==> src/rtl/selftest_sequencer.sv <==
// Built-in self-test sequencer: streams LFSR vectors into the datapath, compacts
// the results into a MISR signature and reports pass/fail against a golden value.
module selftest_sequencer #(
  parameter int unsigned         DATA_W        = 16,
  parameter int unsigned         NUM_VECTORS   = 256,
  parameter logic [DATA_W-1:0]   LFSR_SEED     = DATA_W'(16'hACE1),
  parameter logic [DATA_W-1:0]   POLY          = DATA_W'(16'hB400),
  parameter logic [DATA_W-1:0]   GOLDEN_SIG    = DATA_W'(16'h0000),
  parameter int unsigned         DRAIN_TIMEOUT = 64,
  parameter int unsigned         LED_DIV_W     = 24
) (
  input  logic              sys_clk,
  input  logic              sys_rst_n,
  input  logic              start,
  output logic              dp_in_valid,
  input  logic              dp_in_ready,
  output logic [DATA_W-1:0] dp_in_data,
  input  logic              dp_out_valid,
  input  logic [DATA_W-1:0] dp_out_data,
  output logic              busy,
  output logic              gpio_out_pass,
  output logic              fail,
  output logic [DATA_W-1:0] signature,
  output logic              led
);

  localparam int unsigned CNT_W = $clog2(NUM_VECTORS + 1);
  localparam int unsigned TMR_W = $clog2(DRAIN_TIMEOUT + 1);

  typedef enum logic [2:0] {
    ST_IDLE, ST_LOAD, ST_RUN, ST_DRAIN, ST_CHECK, ST_PASS, ST_FAIL
  } state_e;

  state_e                state_q, state_d;
  logic [DATA_W-1:0]     lfsr_q, lfsr_d;
  logic [DATA_W-1:0]     misr_q, misr_d;
  logic [CNT_W-1:0]      sent_q, sent_d;
  logic [CNT_W-1:0]      rcv_q, rcv_d;
  logic [TMR_W-1:0]      timer_q, timer_d;
  logic                  ovf_q, ovf_d;
  logic                  valid_q, valid_d;
  logic [DATA_W-1:0]     data_q, data_d;
  logic                  busy_q, busy_d;
  logic                  pass_q, pass_d;
  logic                  fail_q, fail_d;
  logic                  led_q, led_d;
  logic [LED_DIV_W-1:0]  div_q, div_d;
  logic                  xfer;
  logic                  accept;

  function automatic logic [DATA_W-1:0] galois_step(input logic [DATA_W-1:0] v);
    return (v >> 1) ^ (v[0] ? POLY : '0);
  endfunction

  assign xfer   = valid_q & dp_in_ready;
  assign accept = dp_out_valid & ((state_q == ST_RUN) | (state_q == ST_DRAIN));

  // Next-state, datapath counters and registered-output decode
  always_comb begin
    state_d = state_q;
    lfsr_d  = lfsr_q;
    misr_d  = misr_q;
    sent_d  = sent_q;
    rcv_d   = rcv_q;
    timer_d = timer_q;
    ovf_d   = ovf_q;

    // Results past the expected count poison the run instead of wrapping the count
    if (accept) begin
      if (rcv_q == CNT_W'(NUM_VECTORS)) begin
        ovf_d = 1'b1;
      end else begin
        misr_d = galois_step(misr_q) ^ dp_out_data;
        rcv_d  = rcv_q + CNT_W'(1);
      end
    end

    case (state_q)
      ST_IDLE, ST_PASS, ST_FAIL: begin
        if (start) state_d = ST_LOAD;
      end
      ST_LOAD: begin
        lfsr_d  = LFSR_SEED;
        misr_d  = '0;
        sent_d  = '0;
        rcv_d   = '0;
        timer_d = '0;
        ovf_d   = 1'b0;
        state_d = ST_RUN;
      end
      ST_RUN: begin
        if (xfer) begin
          lfsr_d = galois_step(lfsr_q);
          sent_d = sent_q + CNT_W'(1);
          if (sent_q == CNT_W'(NUM_VECTORS - 1)) state_d = ST_DRAIN;
        end
      end
      ST_DRAIN: begin
        timer_d = accept ? '0 : timer_q + TMR_W'(1);
        if (rcv_q == CNT_W'(NUM_VECTORS)) begin
          state_d = ST_CHECK;
        end else if (timer_q == TMR_W'(DRAIN_TIMEOUT)) begin
          state_d = ST_FAIL;
        end
      end
      ST_CHECK: begin
        state_d = ((misr_q == GOLDEN_SIG) && !ovf_q) ? ST_PASS : ST_FAIL;
      end
      default: state_d = ST_IDLE;
    endcase

    valid_d = (state_d == ST_RUN);
    data_d  = valid_d ? lfsr_d : '0;
    busy_d  = state_d inside {ST_LOAD, ST_RUN, ST_DRAIN, ST_CHECK};
    pass_d  = (state_d == ST_PASS);
    fail_d  = (state_d == ST_FAIL);
    div_d   = div_q + LED_DIV_W'(1);

    case (state_d)
      ST_IDLE: led_d = 1'b0;
      ST_PASS: led_d = 1'b1;
      ST_FAIL: led_d = div_d[LED_DIV_W-4];
      default: led_d = div_d[LED_DIV_W-1];
    endcase
  end

  always_ff @(posedge sys_clk or negedge sys_rst_n) begin
    if (!sys_rst_n) begin
      state_q <= ST_IDLE;
      lfsr_q  <= LFSR_SEED;
      misr_q  <= '0;
      sent_q  <= '0;
      rcv_q   <= '0;
      timer_q <= '0;
      ovf_q   <= 1'b0;
      valid_q <= 1'b0;
      data_q  <= '0;
      busy_q  <= 1'b0;
      pass_q  <= 1'b0;
      fail_q  <= 1'b0;
      led_q   <= 1'b0;
      div_q   <= '0;
    end else begin
      state_q <= state_d;
      lfsr_q  <= lfsr_d;
      misr_q  <= misr_d;
      sent_q  <= sent_d;
      rcv_q   <= rcv_d;
      timer_q <= timer_d;
      ovf_q   <= ovf_d;
      valid_q <= valid_d;
      data_q  <= data_d;
      busy_q  <= busy_d;
      pass_q  <= pass_d;
      fail_q  <= fail_d;
      led_q   <= led_d;
      div_q   <= div_d;
    end
  end

  assign dp_in_valid   = valid_q;
  assign dp_in_data    = data_q;
  assign busy          = busy_q;
  assign gpio_out_pass = pass_q;
  assign fail          = fail_q;
  assign signature     = misr_q;
  assign led           = led_q;

endmodule

==> config.mk <==
export PLATFORM = sky130hd
export DESIGN_NAME = selftest_sequencer
export DESIGN_NICKNAME = d
export VERILOG_FILES = /design/src/rtl/selftest_sequencer.sv
export SDC_FILE = /design/constraint.sdc
export NUM_CORES = 1
export LEC_CHECK = 0
export ABC_AREA = 1
export CELL_PAD_IN_SITES_DETAIL_PLACEMENT = 2
export CELL_PAD_IN_SITES_GLOBAL_PLACEMENT = 2
export CORE_MARGIN = 4
export CORE_UTILIZATION = 36
export CTS_BUF_LIST = sky130_fd_sc_hd__clkbuf_8
export CTS_CLUSTER_SIZE = 14
export DETAILED_ROUTE_END_ITERATION = 8
export PLACE_DENSITY_LB_ADDON = 0.1
export SYNTH_ARGS = -nofsm -noshare
export SYNTH_HDL_FRONTEND = slang
export SYNTH_SLANG_ARGS = --single-unit
export TNS_END_PERCENT = 100
==> constraint.sdc <==
create_clock -name sys_clk -period 2.1 [get_ports sys_clk]
set_input_delay 0.525 -clock sys_clk [delete_from_list [all_inputs] [get_ports sys_clk]]
set_output_delay 0.525 -clock sys_clk [all_outputs]
set_load 0.02 [all_outputs]
==> qor.yml <==
max_cap_violations: 0
min_path_type: "input port to async pin"
critPathSlowestCell: "clkdlybuf4s50_1"
drt_iter0_markers: 143
drv_slew: 0
start_util_pct: 36.6
ys.flop_type: "dfrtp_1"
busiest_layer: "met2"
synth_edf_count: 0
ir_drop_mv: 0.685
cts.sink_count: 106
use_met2_pct: 31.3
critPathMaxFanout: 7
grt_use_met1_pct: 21.8
grt_pass1_wl_um: 23100
avgSynthCellArea_um2: 9.21
required_ns: 1.57
wl_um: 13300
overflow: 0
async_flop_share_pct: 100
die_height_um: 127
startpoint_type: "flop"
antenna_found_initial: 0
r2r-start: "sent_q[0]$_DFFE_PN0P_"
rsz0062_at_grt: "false"
p_leak_uw: 0.00287
synth_cell_types: 35
yosysSeqAreaShare_pct: 52.6
drc: 0
syn-cell-area_um2: 5060
cp.buffers_inverters: 1
cts-root-buf: "clkbuf_8"
reg2regPathDepth: 14
setup_tns_ns: 0
crit_path_end_kind: "output pin"
htreeDepth: 3
grt_max_degree: 45
port_buffers: 57
fin_util_pct: 45.1
track_usage_pct: 17.6
clock_latency_ns: 0.38
run_status: "finished clean"
clock_path_buffers: 2
path_cells: "clkdlybuf4s50_1"
fin_worst_skew_ns: 0.0115
syn_inst: 549
postSynthNetCount: 577
wire_per_inst_um: 16.4
die_w_um: 127
final_nets: 655
ios: 58
regToRegEndpoint: "dp_in_data[11]$_DFF_PN0_"
critical_path_class: "flop to output pin"
path_delay_family: "buffers and inverters"
grt_use_met3_pct: 2.69
critPathArrivalTime_ns: 1.51
post-route-min-period_ns: 2.03
slowest_delay_ns: 0.64
power_density_nw_per_um2: 1310
row_count: 43
first_pass_iters: 4
slew_headroom_pct: 66.6
ant_nets: 0
cts_hold_buf: 0
ys_seq_elements: 106
hpwlAfterDp_um: 9730
ff2ff_setup_slack_ns: 0.13
setup_viol: 0
finalWeightedCongestion: 0.765
dr_total_vias: 3964
clk_pin_slew_ns: 0.10
syn_to_final_growth_pct: 23.3
tightest_slew_ns: 0.502
drive_gt1_share_pct: 13.9
grt_pass1_vias: 4618
cts_made_buffers: 9
viasPerCell: 4.88
post-route-period-util_pct: 96.7
fmax_mhz: 493
coreArea_um2: 13800
die_area_um2: 16000
yosysWarnings: 0
num_antenna_cells: 0
cts_tree: "built"
hold_violations: 0
-- metrics by stage --
stage	std cells	total power [uW]	instance area [um2]	setup WS, ns	hold slack [ns]
global placement	794	6470	5950	-0.0115	0.434
finish	812	8140	6240	0.0698	0.107
global route	812	8770	6240	0.00336	0.130
CTS	810	8120	6160	0.0290	0.104
detailed placement	794	6680	5950	-0.0458	0.451
floorplan	549	5270	5060	0.250	0.229
-- per-layer routing --
metal  vias to the layer above  share of wire (%)
met3                        20                2.1
met2                        45                 51
li1                       1890                  -
met5                         -                  0
met1                      2009                 45
met4                         0                1.9
-- flip-flops by register name, summed over array words and instances, names as in the netlist --
name	cells
gpio_out_pass	1
fail	1
rcv_q	9
ovf_q	1
sent_q	9
timer_q	7
dp_in_data	16
dp_in_valid	1
led	1
div_q	24
signature	16
lfsr_q	16
state_q	3
busy	1
-- how the worst max path moves through the flow --
stage	from	endpoint	slack, ns	cells after the start
5_1_grt	sent_q[0]$_DFFE_PN0P_	dp_in_data[11]$_DFF_PN0_	0.003	14
3_5_place_dp	start	dp_in_data[2]$_DFF_PN0_	-0.05	9
6_report	signature[0]$_DFFE_PN0P_	signature[0]	0.07	1
2_1_floorplan	sent_q[0]$_DFFE_PN0P_	dp_in_data[6]$_DFF_PN0_	0.25	14
4_1_cts	sent_q[0]$_DFFE_PN0P_	busy$_DFF_PN0_	0.03	13
3_3_place_gp	start	dp_in_data[15]$_DFF_PN0_	-0.01	9
-- report_power, final --
group          internal, uW  total [uW]  switching (uW)
combinational          1510        3700            2190
clock                   665        1390             726
sequential             2590        3050             457
-- worst reg2reg max path: stages, from the launching register on --
cell       delay (ns)
dfrtp_1          0.41
ha_4             0.17
nand2_4          0.06
nor3_4           0.20
nand2_2          0.09
nor2_2           0.09
ha_2             0.16
inv_1            0.04
nor2_2           0.12
nor2_4           0.06
nand3_4          0.07
nor2_4           0.05
nand2_4          0.10
clkbuf_16        0.20
nor2_4           0.04
-- what timing repair did --
item / CTS / global route
pin swaps: 0 / 5
setup buffers: 0 / 1
cloned: 0 / 1
resized for setup: 2 / 10
setup endpoints to repair: 20 / 20
-- layout by cell type, fill, tap and decap left out, types with 2 or more instances in the layout --
cell type / n
a21oi_1: 17
buf_12: 3
buf_4: 14
bufinv_16: 2
clkbuf_8: 9
clkdlybuf4s50_1: 56
dfrtp_1: 97
dfstp_2: 8
ha_1: 5
inv_1: 82
inv_2: 6
nand2_1: 82
nand2_2: 6
nand2_4: 4
nand3_1: 23
nand3_4: 2
nand4_1: 8
nor2_1: 56
nor2_2: 7
nor2_4: 13
nor3_1: 14
nor3_2: 2
o211a_1: 2
o21ai_0: 35
o21ai_1: 5
o22ai_1: 13
o31ai_1: 2
xnor2_1: 25
xor2_1: 20
-- logic make-up (layout without fill, tap and decap cells) --
kind of cell | count (synthesis) | in the layout | synth area share [%]
AO/OA/AOI/OAI | 76 | 76 | 8.36
AND/OR/NAND/NOR | 222 | 222 | 22.0
adder cells (fa/ha/maj) | 7 | 7 | 1.73
XOR/XNOR | 45 | 45 | 7.79
buffers and inverters | 93 | 176 | 7.50
flip-flops | 106 | 106 | 52.6
-- layout make-up --
type / count / area (um2)
Fill cell: 1485 / 7590
Sequential cell: 106 / 2660
Multi-Input combinational cell: 350 / 2060
Timing Repair Buffer: 74 / 751
Inverter: 86 / 325
Tap cell: 180 / 225
Clock buffer: 9 / 124
Clock inverter: 7 / 87.6
-- Yosys cell counts (all sizes together) (2+ instances only) --
master	instances	area (um2)
dfrtp	98	2450
nand2	92	378
inv	86	325
nor2	77	415
o21ai	40	200
nand3	26	160
xnor2	25	219
xor2	20	175
a21oi	18	93.8
nor3	17	95.1
o22ai	14	93.8
dfstp	8	210
nand4	8	50.1
ha	7	87.6
buf	5	46.3
clkbuf	2	7.51
o211a	2	20.0
o31ai	2	15.0
No activity file was read; power rests on OpenSTA's default activity.
==> variant 1, RTL diff (config.mk and constraints unchanged) <==
Register the output `led` once more; this adds one clock of latency there. The other outputs are not delayed to match.
--- a/src/rtl/selftest_sequencer.sv
+++ b/src/rtl/selftest_sequencer.sv
@@ -164,7 +164,9 @@
   assign gpio_out_pass = pass_q;
   assign fail          = fail_q;
   assign signature     = misr_q;
-  assign led           = led_q;
+  always_ff @(posedge sys_clk) begin
+    led <= led_q;
+  end
 
 endmodule
 
Function: same outputs for any inputs over 10 cycles, from zero or initial values and one cycle with sys_rst_n low; that may be too few to reach the edited logic, so the function may still have changed.
==> variant 1 against the unedited design <==
- area after synthesis is 0.40% higher
- power fell by 0.40%
- final cell count increased by 0.86%
- routed wire length fell by 1.1%
- core utilization grew 0.33 points
- die area rose by 0.37%
- sequential cell count rose by 1
- register-to-register slack worse by 60 ps
- setup slack worse by 2.0 ps
- cell area grew 0.72%
- hold slack better by 260 ps
- largest cell class unchanged
- largest power group unchanged
- highest routed layer unchanged
==> variant 1: results <==
group,metric,value,unit
run_status,status,"finished clean",
worst_hold_path,min_to,"led$_DFF_P_",
place,dpl_cell_area,0.00600,sq mm
layout,regMostFlops,"div_q",
global_routing,use_met1,21.7,%
timing,hold_ws,367,ps
cts,clockBufferDepth,2,
setup_path,arrival,2300,ps
global_routing,antenna_found_initial,0,
global_routing,grt.total_usage,17.3,%
setup_path,r2r-end,"dp_in_data[15]$_DFF_PN0_",
place,gp_congestion,0.759,
global_routing,grt_max_degree,50,
drt,wl_per_cell,16.1,um
synthesis,ys_warn_count,0,
drt,routed-wl-met2,6.76,mm
cts,path_clk_slew,100,ps
place,dp_hpwl,9.77,mm
drt,met1_length,5.91,mm
layout,drive_above_1_share,15.5,%
place,portBuffers,57,
worst_hold_path,worstHoldPathType,"flip-flop to flip-flop",
synthesis,synthArstFlopShare,99.1,%
setup_path,r2r_setup_slack,70,ps
timing,slew_headroom,72.9,%
synthesis,ys_types,36,
cts,clock_latency,380,ps
synthesis,synth.area.top_cells,"dfrtp_1, nand2_1, inv_1",
global_routing,grt_pass1_vias,4523,
setup_path,critPathKind,"flip-flop to flip-flop",
drt,wl_met3,318,um
synthesis,ys_seq_area_share,52.8,%
drt,top_layer,"met4",
cts,numCtsBuffers,9,
worst_hold_path,hold_depth,0,
global_routing,grtUsageMet3,2.91,%
setup_path,r2r_cells,14,
layout,layout.nets,662,
layout,largest_reg_flops,24,
layout,antenna_cells,0,
worst_hold_path,min-delay-start,"led_q$_DFF_PN0_",
pwr,peakVddDrop,0.000705,V
drt,dr.pass1.iters,4,
timing,skew,10.3,ps
cts,h-tree-depth,3,
drt,drt-initial-drc-count,86,
pwr,leakage,0.00286,uW
synthesis,syn_nets,578,
setup_path,crit-reg2reg-launch,"sent_q[0]$_DFFE_PN0P_",
setup_path,cp_max_fo,10,
layout,fill_cells,1515,
global_routing,grt_pass1_wl,22.7,mm
synthesis,ys_top_cells_by_count,"dfrtp_1, nand2_1, inv_1",
cts,root_buffer,"clkbuf_8",
global_routing,gr-usage-met2,30.5,%
drt,via_count,3978,
## variant 1: changes by cell type after synthesis
| cell | unedited run | this run |
|---|---|---|
| dfxtp_1 | 0 | 1 |
## variant 1: critical path, stage by stage, from the launching register on
cell and delay [ps]:
dfrtp_1 410, ha_2 220, nand2_2 70, nor3_2 200, nand2_1 120, nor2_2 120
ha_2 180, inv_2 50, nor2_4 90, nor2_4 40, nand3_4 80, nor2_4 50
nand2_4 100, buf_12 150, nor2_1 50
## variant 1: area by class of cell
cell class              count  area, sq um  share of cell area [%]
repair buffers             80          785                    12.5
inverters                  86          325                    5.18
well taps                 180          225                    3.59
clock buffers              11          151                    2.41
multi-input cells         350         2050                    32.6
clock inverters             5         60.1                   0.956
flip-flops and latches    107         2680                    42.7
## variant 1: kinds of logic after synthesis
logic type,count (synthesis),synth area share [%]
XOR/XNOR,45,7.76
buffers and inverters,93,7.47
flip-flops,107,52.8
AND/OR/NAND/NOR,222,21.9
adder cells (fa/ha/maj),7,1.72
AO/OA/AOI/OAI,76,8.33
## variant 1: metrics by stage
stage          std cells  setup slack, ps
6_report             819             67.8
5_1_grt              819            -97.6
4_1_cts              817             4.20
3_5_place_dp         799            -64.6
3_3_place_gp         799             20.9
2_1_floorplan        550              250
## variant 1: where the power goes
| part | total [uW] | internal (uW) | switching (uW) |
|---|---|---|---|
| registers | 3050 | 2610 | 435 |
| clock network | 1360 | 622 | 741 |
| logic | 3700 | 1540 | 2160 |
## variant 1: what timing repair did
item                                    in CTS  in global routing
gates cloned                                 0                  0
hold endpoints to repair                     8                  0
hold buffers                                 1                  0
pin swaps                                    0                  8
endpoints found under the setup margin      20                 23
setup buffers                                1                  2
gates resized for setup                      2                 12
==> variant 2, RTL diff (same settings) <==
Without the edit above. The parameter `LED_DIV_W` goes from 24 to 12.
--- a/src/rtl/selftest_sequencer.sv
+++ b/src/rtl/selftest_sequencer.sv
@@ -7,7 +7,7 @@
   parameter logic [DATA_W-1:0]   POLY          = DATA_W'(16'hB400),
   parameter logic [DATA_W-1:0]   GOLDEN_SIG    = DATA_W'(16'h0000),
   parameter int unsigned         DRAIN_TIMEOUT = 64,
-  parameter int unsigned         LED_DIV_W     = 24
+  parameter int unsigned         LED_DIV_W     = 12
 ) (
   input  logic              sys_clk,
   input  logic              sys_rst_n,
Behaviour: same outputs for any inputs over 10 cycles, from zero or initial values and one cycle with sys_rst_n low; that may be too few to reach the edited logic, so the function may still have changed.
==> variant 2 against the unedited design <==
- power down 10%
- hold slack worse by 3.6 ps
- sequential cell count shrank 12
- critical path type unchanged
- sequential power shrank 9.2%
- area after synthesis shrank 15%
- setup slack better by 13 ps
- cell area fell by 13%
- routed wire length decreased by 12%
- critical endpoint unchanged
==> variant 2: results <==
group,metric,value,unit
setup_path,r2r_setup_slack,150,ps
layout,layout.nets,586,
layout,multi_input_comb_area,0.00161,sq mm
setup_path,arrival,1490,ps
timing,tightest_slew,482,ps
global_routing,grt_max_degree,37,
synthesis,ys_seq_area_share,54.8,%
timing,skew,11.3,ps
setup_path,crit_family,"buffers and inverters",
pwr,peakVddDrop,0.000565,V
drt,dr.pass1.iters,4,
cts,cts_resized,1,
cts,root_buffer,"clkbuf_8",
timing,hold_ws,104,ps
place,dpl_cell_area,0.00519,sq mm
layout,sh_seq_area,43.6,%
layout,nonClkBufAreaFrac,14.1,%
place,dp_slack,-133,ps
synthesis,synthArstFlopShare,100,%
global_routing,grt_pass1_wl,20.3,mm
place,dp.cells,689,
floorplanning,die_area,0.0138,sq mm
synthesis,syn_nets,509,
layout,antenna_cells,0,
cts,h-tree-depth,3,
cts,cts_setup_buffers,0,
synthesis,syn-instance-count,481,
run_status,status,"finished clean",
drt,drt-initial-drc-count,121,
drt,wl_per_cell,16.7,um
timing,worst_slack,82.8,ps
synthesis,ys_types,33,
synthesis,ys_top_cells_by_count,"dfrtp_1, nand2_1, inv_1",
layout,fill_cells,1280,
synthesis,synth.area.top_cells,"dfrtp_1, nand2_1, inv_1",
synthesis,ys_seq_elements,94,
pwr,p_switching,3010,uW
layout,clkCellAreaFrac,3.79,%
pwr,leakage,0.00252,uW
place,dp_hpwl,8.64,mm
place,gp_congestion,0.785,
setup_path,crit-reg2reg-launch,"sent_q[0]$_DFFE_PN0P_",
layout,multiInputCombCellCount,296,
setup_path,endpoint,"signature[0]",
layout,inverters,79,
global_routing,grt.total_usage,18.1,%
layout,clock_buffers,10,
layout,buffers,78,
layout,finalInstanceArea,0.00542,sq mm
layout,drive_above_1_share,13.3,%
setup_path,r2r-end,"busy$_DFF_PN0_",
drt,via_count,3510,
global_routing,grt_pass1_vias,4090,
layout,fin_cells,706,
[variant 2: power groups by stage]
stage | sequential (uW) | clock (uW) | combinational [uW]
final | 2770 | 1270 | 3290
after global routing | 2840 | 1400 | 3700
after CTS | 2780 | 1330 | 3340
after detailed placement | 2800 | 0 | 3300
after global placement | 2760 | 0 | 3140
after floorplan | 2990 | 0 | 1640
[variant 2: layer usage]
| metal | part of all wire, % | routed length (um) | vias up | global-route usage (%) |
|---|---|---|---|---|
| met5 | 0 | 0 | - | 0 |
| met4 | 2.1 | 246 | 0 | 7.40 |
| met3 | 3.3 | 393 | 17 | 3.85 |
| met2 | 51 | 5950 | 60 | 31.8 |
| met1 | 44 | 5190 | 1762 | 21.7 |
| li1 | - | - | 1671 | - |
[variant 2: kinds of logic after synthesis]
kind of cell    Yosys count  synth area share [%]
fa+ha+maj                 7                  2.03
compound gates           80                  10.3
simple gates            178                  18.4
buf+inv                  91                  8.22
xor+xnor                 31                  6.30
flops                    94                  54.8
